`src/rtl/pll_reset_sequencer.sv`:
```
// pll_reset_sequencer
// Consumer side of the PLL interface. Synchronizes the PLL lock flag into the
// PLL output clock domain, filters it, holds the downstream core reset for a
// fixed number of cycles and then releases it together with a ready flag.
// Any loss of lock while running re-asserts the core reset and sets a sticky
// lock_lost flag.
//
// Optional feature macro: PLL_LOCK_LOSS_CNT_EN
//   defined   : lost_count counts RUN -> WAIT_LOCK transitions, saturating.
//   undefined : lost_count is tied to zero and no counter flops exist.
//
// state     | meaning
// ----------+----------------------------------------------------------
// WAIT_LOCK | core held in reset, waiting for synchronized lock
// FILTER    | lock seen, must stay high LOCK_FILTER consecutive cycles
// HOLD      | lock filtered, core reset held for RST_CYCLES cycles
// RUN       | core reset released, ready asserted

module pll_reset_sequencer #(
  parameter int SYNC_STAGES = 2,
  parameter int LOCK_FILTER = 16,
  parameter int RST_CYCLES  = 64,
  parameter int LOSS_CNT_W  = 8
) (
  input  logic                  clock,
  input  logic                  reset,
  input  logic                  locked,
  output logic                  core_reset,
  output logic                  ready,
  output logic                  lock_lost,
  output logic [LOSS_CNT_W-1:0] lost_count
);

  // One counter serves both the filter and the hold phase, so it is sized for
  // the longer of the two.
  localparam int CNT_MAX = (LOCK_FILTER > RST_CYCLES) ? LOCK_FILTER : RST_CYCLES;
  localparam int CNT_W   = (CNT_MAX > 1) ? $clog2(CNT_MAX) : 1;

  localparam logic [CNT_W-1:0] FILTER_LAST = CNT_W'(LOCK_FILTER - 1);
  localparam logic [CNT_W-1:0] HOLD_LAST   = CNT_W'(RST_CYCLES - 1);

  typedef enum logic [1:0] {
    WAIT_LOCK = 2'd0,
    FILTER    = 2'd1,
    HOLD      = 2'd2,
    RUN       = 2'd3
  } state_t;

  logic [SYNC_STAGES-1:0] sync_q;
  logic                   locked_s;

  state_t                 state_q;
  state_t                 state_n;
  logic [CNT_W-1:0]       cnt_q;
  logic [CNT_W-1:0]       cnt_n;
  logic                   core_reset_q;
  logic                   ready_q;
  logic                   lock_lost_q;
  logic                   lock_lost_n;

  assign locked_s = sync_q[SYNC_STAGES-1];

  // Lock flag synchronizer chain; cleared by reset so the full latency
  // applies again after any reset.
  always_ff @(posedge clock) begin
    if (reset) begin
      sync_q <= '0;
    end else begin
      sync_q <= {sync_q[SYNC_STAGES-2:0], locked};
    end
  end

  // Next-state logic; the counter is cleared whenever a state is entered.
  always_comb begin
    state_n     = state_q;
    cnt_n       = cnt_q;
    lock_lost_n = lock_lost_q;
    case (state_q)
      WAIT_LOCK: begin
        cnt_n = '0;
        if (locked_s) begin
          state_n = FILTER;
        end
      end
      FILTER: begin
        if (!locked_s) begin
          state_n = WAIT_LOCK;
          cnt_n   = '0;
        end else if (cnt_q == FILTER_LAST) begin
          state_n = HOLD;
          cnt_n   = '0;
        end else begin
          cnt_n = cnt_q + 1'b1;
        end
      end
      HOLD: begin
        if (!locked_s) begin
          state_n = WAIT_LOCK;
          cnt_n   = '0;
        end else if (cnt_q == HOLD_LAST) begin
          state_n = RUN;
          cnt_n   = '0;
        end else begin
          cnt_n = cnt_q + 1'b1;
        end
      end
      RUN: begin
        cnt_n = '0;
        if (!locked_s) begin
          state_n     = WAIT_LOCK;
          lock_lost_n = 1'b1;
        end
      end
      default: begin
        state_n = WAIT_LOCK;
        cnt_n   = '0;
      end
    endcase
  end

  // State, counter and registered outputs all move on the same edge, so
  // ready is always the complement of core_reset.
  always_ff @(posedge clock) begin
    if (reset) begin
      state_q      <= WAIT_LOCK;
      cnt_q        <= '0;
      core_reset_q <= 1'b1;
      ready_q      <= 1'b0;
      lock_lost_q  <= 1'b0;
    end else begin
      state_q      <= state_n;
      cnt_q        <= cnt_n;
      core_reset_q <= (state_n != RUN);
      ready_q      <= (state_n == RUN);
      lock_lost_q  <= lock_lost_n;
    end
  end

  assign core_reset = core_reset_q;
  assign ready      = ready_q;
  assign lock_lost  = lock_lost_q;

`ifdef PLL_LOCK_LOSS_CNT_EN
  logic                  loss_evt;
  logic [LOSS_CNT_W-1:0] lost_cnt_q;

  assign loss_evt = (state_q == RUN) && !locked_s;

  // Saturating count of lock losses seen while running.
  always_ff @(posedge clock) begin
    if (reset) begin
      lost_cnt_q <= '0;
    end else if (loss_evt && (lost_cnt_q != {LOSS_CNT_W{1'b1}})) begin
      lost_cnt_q <= lost_cnt_q + 1'b1;
    end
  end

  assign lost_count = lost_cnt_q;
`else
  assign lost_count = '0;
`endif

endmodule

```
`config.mk`:
```
export PLATFORM = sky130hd
export DESIGN_NAME = pll_reset_sequencer
export DESIGN_NICKNAME = d
export VERILOG_FILES = /design/src/rtl/pll_reset_sequencer.sv
export SDC_FILE = /design/constraint.sdc
export NUM_CORES = 1
export LEC_CHECK = 0
export ABC_AREA = 1
export BUFFER_PORTS_ARGS = -buffer_cell sky130_fd_sc_hd__buf_2
export CORE_AREA = 2 2 39 41
export CTS_BUF_LIST = sky130_fd_sc_hd__clkbuf_8
export CTS_CLUSTER_SIZE = 25
export DETAILED_ROUTE_END_ITERATION = 6
export DIE_AREA = 0 0 41 43
export GPL_TIMING_DRIVEN = 0
export PLACE_DENSITY = 0.77
export RECOVER_POWER = 25
export SYNTH_ARGS = -nofsm -noshare
export SYNTH_HDL_FRONTEND = slang
export SYNTH_SLANG_ARGS = --single-unit
```
`constraint.sdc`:
```
create_clock -name clock -period 3.8 [get_ports clock]
set_clock_uncertainty 0.1 [all_clocks]
set_input_delay 0.19 -clock clock [delete_from_list [all_inputs] [get_ports clock]]
set_output_delay 0.19 -clock clock [all_outputs]
set_load 0.01 [all_outputs]
```
======== Word-level counts from Yosys, hierarchy flattened ========
Cells that the tools add are included.
cells by class
  equal/unequal tests ..................... 7
  reduce and logical (&&, ||, !) cells .... 3
  add/sub/neg operators ................... 1
  bitwise gates (word level) .............. 1
  muxes and demuxes ....................... 12
operators with widths
  cell                                                                    count
  6-bit two-way mux                                                       4
  6-bit one-hot mux with 3 select lines                                   1
  2-bit two-way mux                                                       6
  2-bit one-hot mux with 4 select lines                                   1
  6-bit by 1-bit adder with 6-bit output (second input constant)          1
  2-bit equality test (second input constant)                             3
  6-bit by 4-bit equality test with 1-bit output (second input constant)  1
  6-bit equality test (second input constant)                             1
  2-bit by 1-bit equality test with 1-bit output (second input constant)  1
  2-bit zero test                                                         1
  2-bit != test (second input constant)                                   1
  2-bit AND reduction                                                     1
  2-bit OR reduction                                                      1
  1-bit inverter                                                          1
storage, ports and cells
  register bits ........................... 13

======== Longest topological paths before layout ========
Gate-level depths: netlist of the first run.
  depth after elaboration ................. 5
  gate-level depth with buffers ........... 8
  depth with buffers taken out ............ 8

======== Worst setup path before layout of the first run ========
No wires, ideal clock.
  kind .................................... register to register
  start point ............................. reg cnt_q[0]
  end point ............................... reg cnt_q[1]
  required time ........................... 3.590 ns
  buffers on the path ..................... 0
  arrival time ............................ 1.002 ns
  path slack .............................. 2.587 ns
  stages on the path, launching flop included .. 9
  path through ............................ dfxtp_1 > ha_1 > nand2_1 > nor2_1 > nand2_1 > nand3_2 > nand2_2 > inv_2 > nor2_2
between the ends
  longest elaborated chain between the ends .. 4
ends and longest elaborated chain
  item                                                                  RTL line  source
  start, declared                                                       54        logic [CNT_W-1:0] cnt_q;
  start signal, assigned                                                132       cnt_q <= cnt_n;
  6-bit by 1-bit adder with 6-bit output, or another cell as far along  93, 104
  6-bit two-way mux (on tied branches)                                  100, 89
  6-bit two-way mux (on tied branches)                                  97, 86
  6-bit one-hot mux with 3 select lines *                               78        case (state_q)
Every way passes the cells marked *; elsewhere a longest branch is shown, timed or not.
A chain may end at the register's enable or synchronous reset.

======== Worst setup path after layout of the first run ========
  start point ............................. reg cnt_q[0]
  end point ............................... reg cnt_q[5]
Same word-level chain as after synthesis.

==> impl_metrics.tcl, run 1 <==
set metrics [dict create \
    antenna_left 0 \
    die_width_um 41 \
    maxSlewViolCount 0 \
    postCtsSetupBuffers 0 \
    drt_iter0_drc 15 \
    start_util_pct 47.02 \
    power.density_nw_per_um2 362.5 \
    irDropWorstVdd_mv 0.2524 \
    track_usage_pct 15.70 \
    cts-root-buf "clkbuf_8" \
    setup_tns_ns 0 \
    dp_cells 115 \
    pwr-share-clk_pct 43.7 \
    first_pass_iters 4 \
    hold_violations 0 \
    dp_hpwl_um 795.1 \
    ys_seq_area_share_pct 40.00 \
    ff2ff_setup_slack_ns 2.44 \
    numCtsBuffers 3 \
    ctsResizeCount 0 \
    p_sw_uw 59.41 \
    instances_no_fill 119 \
    period_share_pct 35.78 \
    synth-seq-cells 13 \
    crit_fanout 3 \
    finalSetupViolCount 0 \
    p_sw_share_pct 21.47 \
    arrival_ns 1.40 \
    setup_ws_ns 2.440 \
    status "completed" \
    p_leak_nw 0.3628 \
    met1_length_um 462 \
    syn_area_per_cell_um2 7.478 \
    crit_type "reg -> reg" \
    grt_overflow 0 \
    fin_crit_ns 1.360 \
    antenna_cells 0 \
    cts.sinks 13 \
    cts_tree "built" \
    crit_cells 8 \
    path_buf_inv 1 \
    fp-row-count 14 \
    placed_area_um2 721.9 \
    cp_top_family "simple AND/OR/NAND/NOR gates" \
    wl_met3_um 54 \
    worstPathRequired_ns 3.84 \
    end_kind "flop" \
    area_growth_pct 17.31 \
    crit_path_end "cnt_q[5]" \
    synthDistinctLibCells 21 \
    syn-cell-area_um2 650.6 \
    post-place-ws_ns 2.472 \
    drive_above_1_share_pct 28.16 \
    fp.coreArea_um2 1384 \
    yosysWarnings 0 \
    remaining_drc_errors 0 \
    rsz0062_at_grt "false" \
    cts_buffer_depth 2 \
    via_per_inst 4.487 \
    route.vias.total 534 \
    gp_congestion 0.8200 \
    final_nets 108 \
    drv_cap 0 \
    combPwrFrac_pct 6.1 \
    highest_layer "met4" \
    io_buffers 5 \
    cts_hold_buf 0 \
    max_freq_mhz 735.5 \
    htree_levels 1 \
    r2r_cells 8 \
    die-area_um2 1763 \
    pwr-share-seq_pct 50.2 \
    clkTransAtPathRegs_ns 0.05 \
    final_util_pct 55.15 \
    first_global_vias 436 \
    startpoint_type "flop" \
    critical-path-max-stage-delay_ns 0.36 \
    syn_inst 87 \
    hp-start "locked" \
    wl_per_cell_um 8.908 \
    grt_max_degree 8 \
    antenna_found_initial 0 \
    crit_chain "ha_1 > nand2_1 > nor2_1 > nand2_1 > nand3_2 > o21ai_1 > inv_1 > nor2_1" \
    holdPathStages 3 \
    drt_wl_total_mm 1.060 \
    fillers 141 \
    r2r_start "cnt_q[0]" \
    insertion_delay_ns 0.25 \
    grt_pass1_wl_mm 1.794 \
    fp.dieH_um 43 \
    ios 14 \
    design_area_um2 763.2 \
    internal_power_uw 217.2 \
    regToRegEndpoint "cnt_q[5]" \
    dr_wl_met2_um 492 \
    cp_slowest_cell "dfxtp_1" \
    crit_start "cnt_q[0]" \
    hold_path_class "in -> reg" \
]
-- Yosys cell counts, drive strengths merged --
| cell | count | area share (%) |
|---|---|---|
| xnor2 | 1 | 1.3 |
| ha | 1 | 1.9 |
| clkinv | 1 | 0.77 |
| buf | 8 | 9.2 |
| nand2 | 17 | 10 |
| nand3 | 10 | 10 |
| dfxtp | 13 | 40 |
| a21oi | 1 | 0.77 |
| o21bai | 1 | 1.7 |
| nor3 | 3 | 2.3 |
| inv | 13 | 7.5 |
| conb | 1 | 0.58 |
| nor2 | 13 | 9.4 |
| or2 | 1 | 0.96 |
| o21a | 1 | 1.2 |
| o21ai | 2 | 2.1 |
-- routing by layer --
layer / global-route usage, % / up-vias
met5: 0 / -
met4: 12.00 / 0
met3: 4.712 / 5
met2: 22.19 / 17
met1: 18.87 / 230
li1: - / 282
-- layout make-up --
class                   count  area, um2  share of cell area [%]
clock buffers               3      41.29                   5.410
flip-flops and latches     13      260.3                   34.10
repair buffers              5      21.27                   2.787
plain buffers               8      60.06                   7.869
well taps                  16      20.02                   2.623
inverters                  14      53.80                   7.049
multi-input cells          59      302.8                   39.67
clock inverters             1      3.754                  0.4918
-- per-stage QoR --
stage               power [mW]  hold slack [ns]
floorplan               0.1558           0.1612
global placement        0.1584           0.2914
detailed placement      0.1587           0.2978
CTS                     0.2784          0.04450
global route            0.2863          0.05540
finish                  0.2767          0.04274
-- sequential cells by signal, summed over array words and instances, names as in the netlist --
register / cells
core_reset: 1
cnt_q: 6
ready: 1
sync_q: 2
state_q: 2
lock_lost: 1
-- worst min path at each step --
stage / end / slack [ns]
final: sync_q[0] / 0.04
after global routing: sync_q[0] / 0.06
after CTS: sync_q[0] / 0.04
after detailed placement: sync_q[0] / 0.30
after global placement: sync_q[1] / 0.29
after floorplan: sync_q[0] / 0.16
-- layout by cell type, fill, tap and decap left out, types with 5 or more instances in the layout --
cell / n
nand3_1: 7
nor2_2: 5
buf_4: 8
inv_1: 11
dfxtp_1: 13
nand2_1: 16
conb_1: 8
nor2_1: 8
-- tightest hold or removal path, stage by stage --
cell,delay (ns)
buf_2,0.07
inv_1,0.03
nor2_1,0.06
-- power by group through the flow --
stage / logic [mW] / registers, mW / clock network (mW)
global route: 0.0194 / 0.139 / 0.128
detailed placement: 0.0169 / 0.142 / 0
CTS: 0.0170 / 0.139 / 0.123
finish: 0.0169 / 0.139 / 0.121
floorplan: 0.0143 / 0.142 / 0
global placement: 0.0167 / 0.142 / 0
-- cells by family (layout without fill, tap and decap cells) --
kind of cell    Yosys count  count (layout)  synth area share (%)
flops                    13              13                 40.00
simple gates             44              44                 32.89
fa+ha+maj                 1               1                 1.923
buf+inv                  22              31                 17.50
compound gates            5               5                 5.768
other cells               1               8                0.5764
xor+xnor                  1               1                 1.346
(Power assumes the default switching activity.)
==> run 2, diff against run 1 <==
Settings changed: ABC_AREA 1 to 0, PLACE_DENSITY 0.77 to 0.73.
Clock period 3.8 ns to 1.4 ns, I/O delays scaled along.
==> impl_metrics.tcl, run 2 <==
set metrics [dict create \
    layout_commonest_cell "dfxtp_1" \
    total_power_uw 743.7 \
    hp-start "sync_q[0]" \
    first_pass_iters 2 \
    r2r_start "cnt_q[0]" \
    gp_congestion 0.7324 \
    hold_violations 0 \
    hold_end "sync_q[1]" \
    hold_path_class "reg -> reg" \
    htree_levels 1 \
    die-area_um2 1763 \
    antenna_found_initial 0 \
    worstPathRequired_ns 1.45 \
    synth.most_common_cell "dfxtp_1" \
    syn_area_per_cell_um2 9.194 \
    async_reset_ff_share_pct 0 \
    setup_tns_ns 0 \
    area_growth_pct 28.04 \
    grt_max_degree 8 \
    start_util_pct 43.85 \
    arrival_ns 1.40 \
    grt_pass1_wl_mm 1.593 \
    reg_top3 "cnt_q x6, state_q x2, sync_q x2" \
    insertion_delay_ns 0.24 \
    io_buffers 5 \
    synthFlopType "dfxtp_1" \
    syn-cell-area_um2 606.8 \
    max_freq_mhz 740.4 \
    synth_top_area_share_pct 42.89 \
    top_register "cnt_q" \
    fp.dieH_um 43 \
    fin_crit_ns 1.351 \
    drive_above_1_share_pct 28.57 \
    layout_common_cells "11 x dfxtp_1, 9 x buf_4, 8 x conb_1" \
    yosysWarnings 0 \
    ios 14 \
    crit_fanout 4 \
    remaining_drc_errors 0 \
    cts-root-buf "clkbuf_8" \
    drt_iter0_drc 6 \
    antenna_left 0 \
    irDropWorstVdd_mv 0.5358 \
    fp-row-count 14 \
    first_global_vias 399 \
    route.vias.total 474 \
    crit_type "reg -> reg" \
    end_kind "flop" \
    met2_usage_pct 17.81 \
    synthTopCellsByArea "dfxtp_1 43%, buf_4 11%, nor2b_1 5.2%" \
    grt_util_met3_pct 4.712 \
    synth_edf_count 0 \
    final_nets 89 \
    holdPathStages 1 \
    period_share_pct 96.47 \
    clkTransAtPathRegs_ns 0.05 \
    drt_wl_total_mm 1.078 \
    p_leak_nw 0.3211 \
    power.density_nw_per_um2 957.2 \
    numCtsBuffers 3 \
    synthDistinctLibCells 28 \
    wl_per_cell_um 10.78 \
    met1_usage_pct 17.53 \
    fillers 136 \
    cts_tree "built" \
    syn_inst 66 \
    grt_overflow 0 \
    ff2ff_setup_slack_ns 0.05 \
    synth_top_area_cell "dfxtp_1" \
    fp.coreArea_um2 1384 \
    dp_hpwl_um 716.8 \
    startpoint_type "flop" \
    synth_common_cells "13 x dfxtp_1, 9 x buf_4, 5 x nor2b_1" \
    largest_reg_flops 6 \
    ys_seq_area_share_pct 42.89 \
    die_width_um 41 \
    regToRegEndpoint "cnt_q[4]" \
    rsz0062_at_grt "true" \
    track_usage_pct 13.60 \
    cts_buffer_depth 2 \
    finalSetupViolCount 0 \
    drv_cap 0 \
    status "completed" \
    synth-seq-cells 13 \
    antenna_cells 0 \
    cts.sinks 13 \
    maxSlewViolCount 0 \
    r2r_cells 5 \
    postCtsSetupBuffers 0 \
    via_per_inst 4.740 \
    gr-max-usage-layer "met2" \
]
run 2: timing repair:
action	4_1_cts	5_1_grt
gates resized for setup	4	4
hold endpoints to repair	3	0
pin swaps	1	0
setup endpoints to repair	4	7
hold buffers	2	0
run 2: cell families after synthesis:
family                   Yosys count  share of synthesized area, %
multiplexers                       1                         1.650
AND/OR/NAND/NOR                   22                         18.76
AO/OA/AOI/OAI                     14                         17.94
flip-flops                        13                         42.89
other                              1                        0.6180
XOR/XNOR                           2                         2.887
adder cells (fa/ha/maj)            1                         2.062
buffers and inverters             12                         13.19
run 2: worst max path at each step:
stage	startpoint	endpoint	slack (ns)
finish	cnt_q[0]	cnt_q[4]	0.05
global route	cnt_q[0]	cnt_q[4]	-0.02
CTS	cnt_q[0]	cnt_q[4]	0.009
detailed placement	cnt_q[0]	cnt_q[0]	-0.09
global placement	cnt_q[0]	cnt_q[3]	-0.07
floorplan	cnt_q[0]	cnt_q[4]	0.07
run 2: per-layer routing:
metal / wire, um / vias up / part of all wire, %
li1: - / 248 / -
met1: 534 / 211 / 50
met2: 481 / 10 / 45
met3: 32 / 5 / 3.0
met4: 30 / 0 / 2.8
met5: 0 / - / 0
run 2: critical path, cell delays in order, from the launching register on:
cell,delay [ns]
dfxtp_2,0.34
ha_4,0.17
and3_1,0.17
buf_2,0.15
mux2i_1,0.12
o32ai_1,0.21
run 2: stage by stage:
step | area (um2) | utilization (%) | setup slack (ns) | hold slack [ns] | cells
finish | 777.0 | 56.15 | 0.04938 | 0.3434 | 100
global route | 777.0 | 56.15 | -0.01568 | 0.3632 | 100
CTS | 764.5 | 55.24 | 0.009398 | 0.3525 | 100
detailed placement | 678.2 | 49.01 | -0.09303 | 0.1890 | 94
global placement | 678.2 | 49.01 | -0.06956 | 0.1781 | 94
floorplan | 633.1 | - | 0.07483 | 0.04161 | 73
run 2: power by group:
part           internal (mW)  total [mW]  switching (mW)
Sequential             0.374       0.376         0.00218
Clock                  0.193       0.322           0.129
Combinational         0.0245      0.0455          0.0209
run 2: final cells by class:
type                            instances  area [um2]  share of cell area, %
Buffer                                 10       72.57                  9.340
Clock buffer                            3       41.29                  5.314
Clock inverter                          1       3.754                 0.4831
Inverter                                2       7.507                 0.9662
Multi-Input combinational cell         48       326.6                  42.03
Sequential cell                        13       262.8                  33.82
Tap cell                               16       20.02                  2.576
Timing Repair Buffer                    7       42.54                  5.475
==> run 3, diff against run 2 <==
Settings changed: BUFFER_PORTS_ARGS -buffer_cell sky130_fd_sc_hd__buf_2 to not set, DONT_BUFFER_PORTS set to 1, PLACE_DENSITY 0.73 to 0.64.
==> impl_metrics.tcl, run 3 (synthesis gave the netlist of run 2 again) <==
set metrics [dict create \
    crit_fanout 4 \
    grt_max_degree 8 \
    fillers 128 \
    design_area_um2 758.2 \
    top_register "cnt_q" \
    gp_congestion 0.7527 \
    startpoint_type "flop" \
    power.density_nw_per_um2 975.3 \
    timing.hold.ws_ns 0.05405 \
    worstPathRequired_ns 1.42 \
    start_util_pct 43.85 \
    final_nets 84 \
    holdPathStages 2 \
    cts_buffer_depth 2 \
    hold_end "cnt_q[5]" \
    largest_reg_flops 6 \
    first_global_vias 395 \
    crit_start "cnt_q[1]" \
    hold_violations 0 \
    end_kind "flop" \
    remaining_drc_errors 0 \
    p_leak_nw 0.3057 \
    max_freq_mhz 720.4 \
    drive_above_1_share_pct 24.05 \
    dp_cells 89 \
    io_buffers 0 \
    reg_top3 "cnt_q x6, state_q x2, sync_q x2" \
    final_util_pct 54.79 \
    die_width_um 41 \
    fp-row-count 14 \
    fp.coreArea_um2 1384 \
    track_usage_pct 13.61 \
    numCtsBuffers 3 \
    grt_pass1_wl_mm 1.552 \
    drt_iter0_drc 14 \
    via_per_inst 4.768 \
    irDropWorstVdd_mv 0.5202 \
    die-area_um2 1763 \
    layout_commonest_cell "dfxtp_1" \
    crit_type "reg -> reg" \
    area_growth_pct 24.95 \
    antenna_cells 0 \
    dp_hpwl_um 674.7 \
    wl_per_cell_um 11.24 \
    cts.sinks 13 \
    finalSetupViolCount 0 \
    ff2ff_setup_slack_ns 0.01 \
    hp-start "reset" \
    cts-root-buf "clkbuf_8" \
    grt_overflow 0 \
    insertion_delay_ns 0.24 \
    placed_area_um2 653.1 \
    fin_crit_ns 1.388 \
    cts_tree "built" \
    setup_tns_ns 0 \
    status "completed" \
    first_pass_iters 4 \
    r2r_cells 5 \
    route.vias.total 453 \
    setup_ws_ns 0.01193 \
    antenna_found_initial 0 \
    instances_no_fill 95 \
    regToRegEndpoint "cnt_q[4]" \
    clkTransAtPathRegs_ns 0.05 \
    total_power_uw 739.5 \
    htree_levels 1 \
    drv_cap 0 \
    period_share_pct 99.15 \
    r2r_start "cnt_q[1]" \
    post-place-ws_ns -0.05466 \
    fp.dieH_um 43 \
    drt_wl_total_mm 1.068 \
    arrival_ns 1.41 \
    hold_path_class "in -> reg" \
    ios 14 \
    layout_common_cells "12 x dfxtp_1, 9 x buf_4, 8 x conb_1" \
    antenna_left 0 \
    maxSlewViolCount 0 \
]
-- run 3: cell type report --
cell class	count	area (um2)	share of cell area, %
Multi-Input combinational cell	48	331.6	43.73
Sequential cell	13	261.5	34.49
Buffer	10	72.57	9.571
Clock buffer	3	41.29	5.446
Timing Repair Buffer	2	20.02	2.640
Tap cell	16	20.02	2.640
Inverter	2	7.507	0.9901
Clock inverter	1	3.754	0.4950
-- run 3: per-layer routing --
metal  up-vias  track usage (%)  part of all wire (%)
met3         4            4.712                   3.1
li1        241                -                     -
met2        10            18.44                    50
met4         0            10.00                   2.2
met1       198            16.94                    44
met5         -                0                     0
-- run 3: worst max-delay path, cell delays in order (launching register included) --
cell and delay [ns]:
dfxtp_1 0.40, ha_4 0.18, and3_1 0.16, buf_2 0.16
mux2i_1 0.19, o32ai_1 0.08
-- run 3: worst max-delay path by stage --
stage                    end  cells past startpoint
floorplan           cnt_q[4]                      5
global placement    cnt_q[0]                      4
detailed placement  cnt_q[3]                      4
CTS                 cnt_q[3]                      4
global route        cnt_q[4]                      5
finish              cnt_q[4]                      5
-- run 3: where the power goes --
| part | leakage, nW | switching (mW) | internal, mW |
|---|---|---|---|
| Sequential | 0.106 | 0.00221 | 0.374 |
| Combinational | 0.173 | 0.0200 | 0.0224 |
| Clock | 0.0269 | 0.128 | 0.193 |
-- run 3: timing repair --
item                                   CTS  global route
setup endpoints to repair                4             6
cloned                                   0             0
endpoints found under the hold margin    8             0
hold buffers                             2             0
resized for setup                        2             5
pin swaps                                0             1
buffers inserted                         0             0
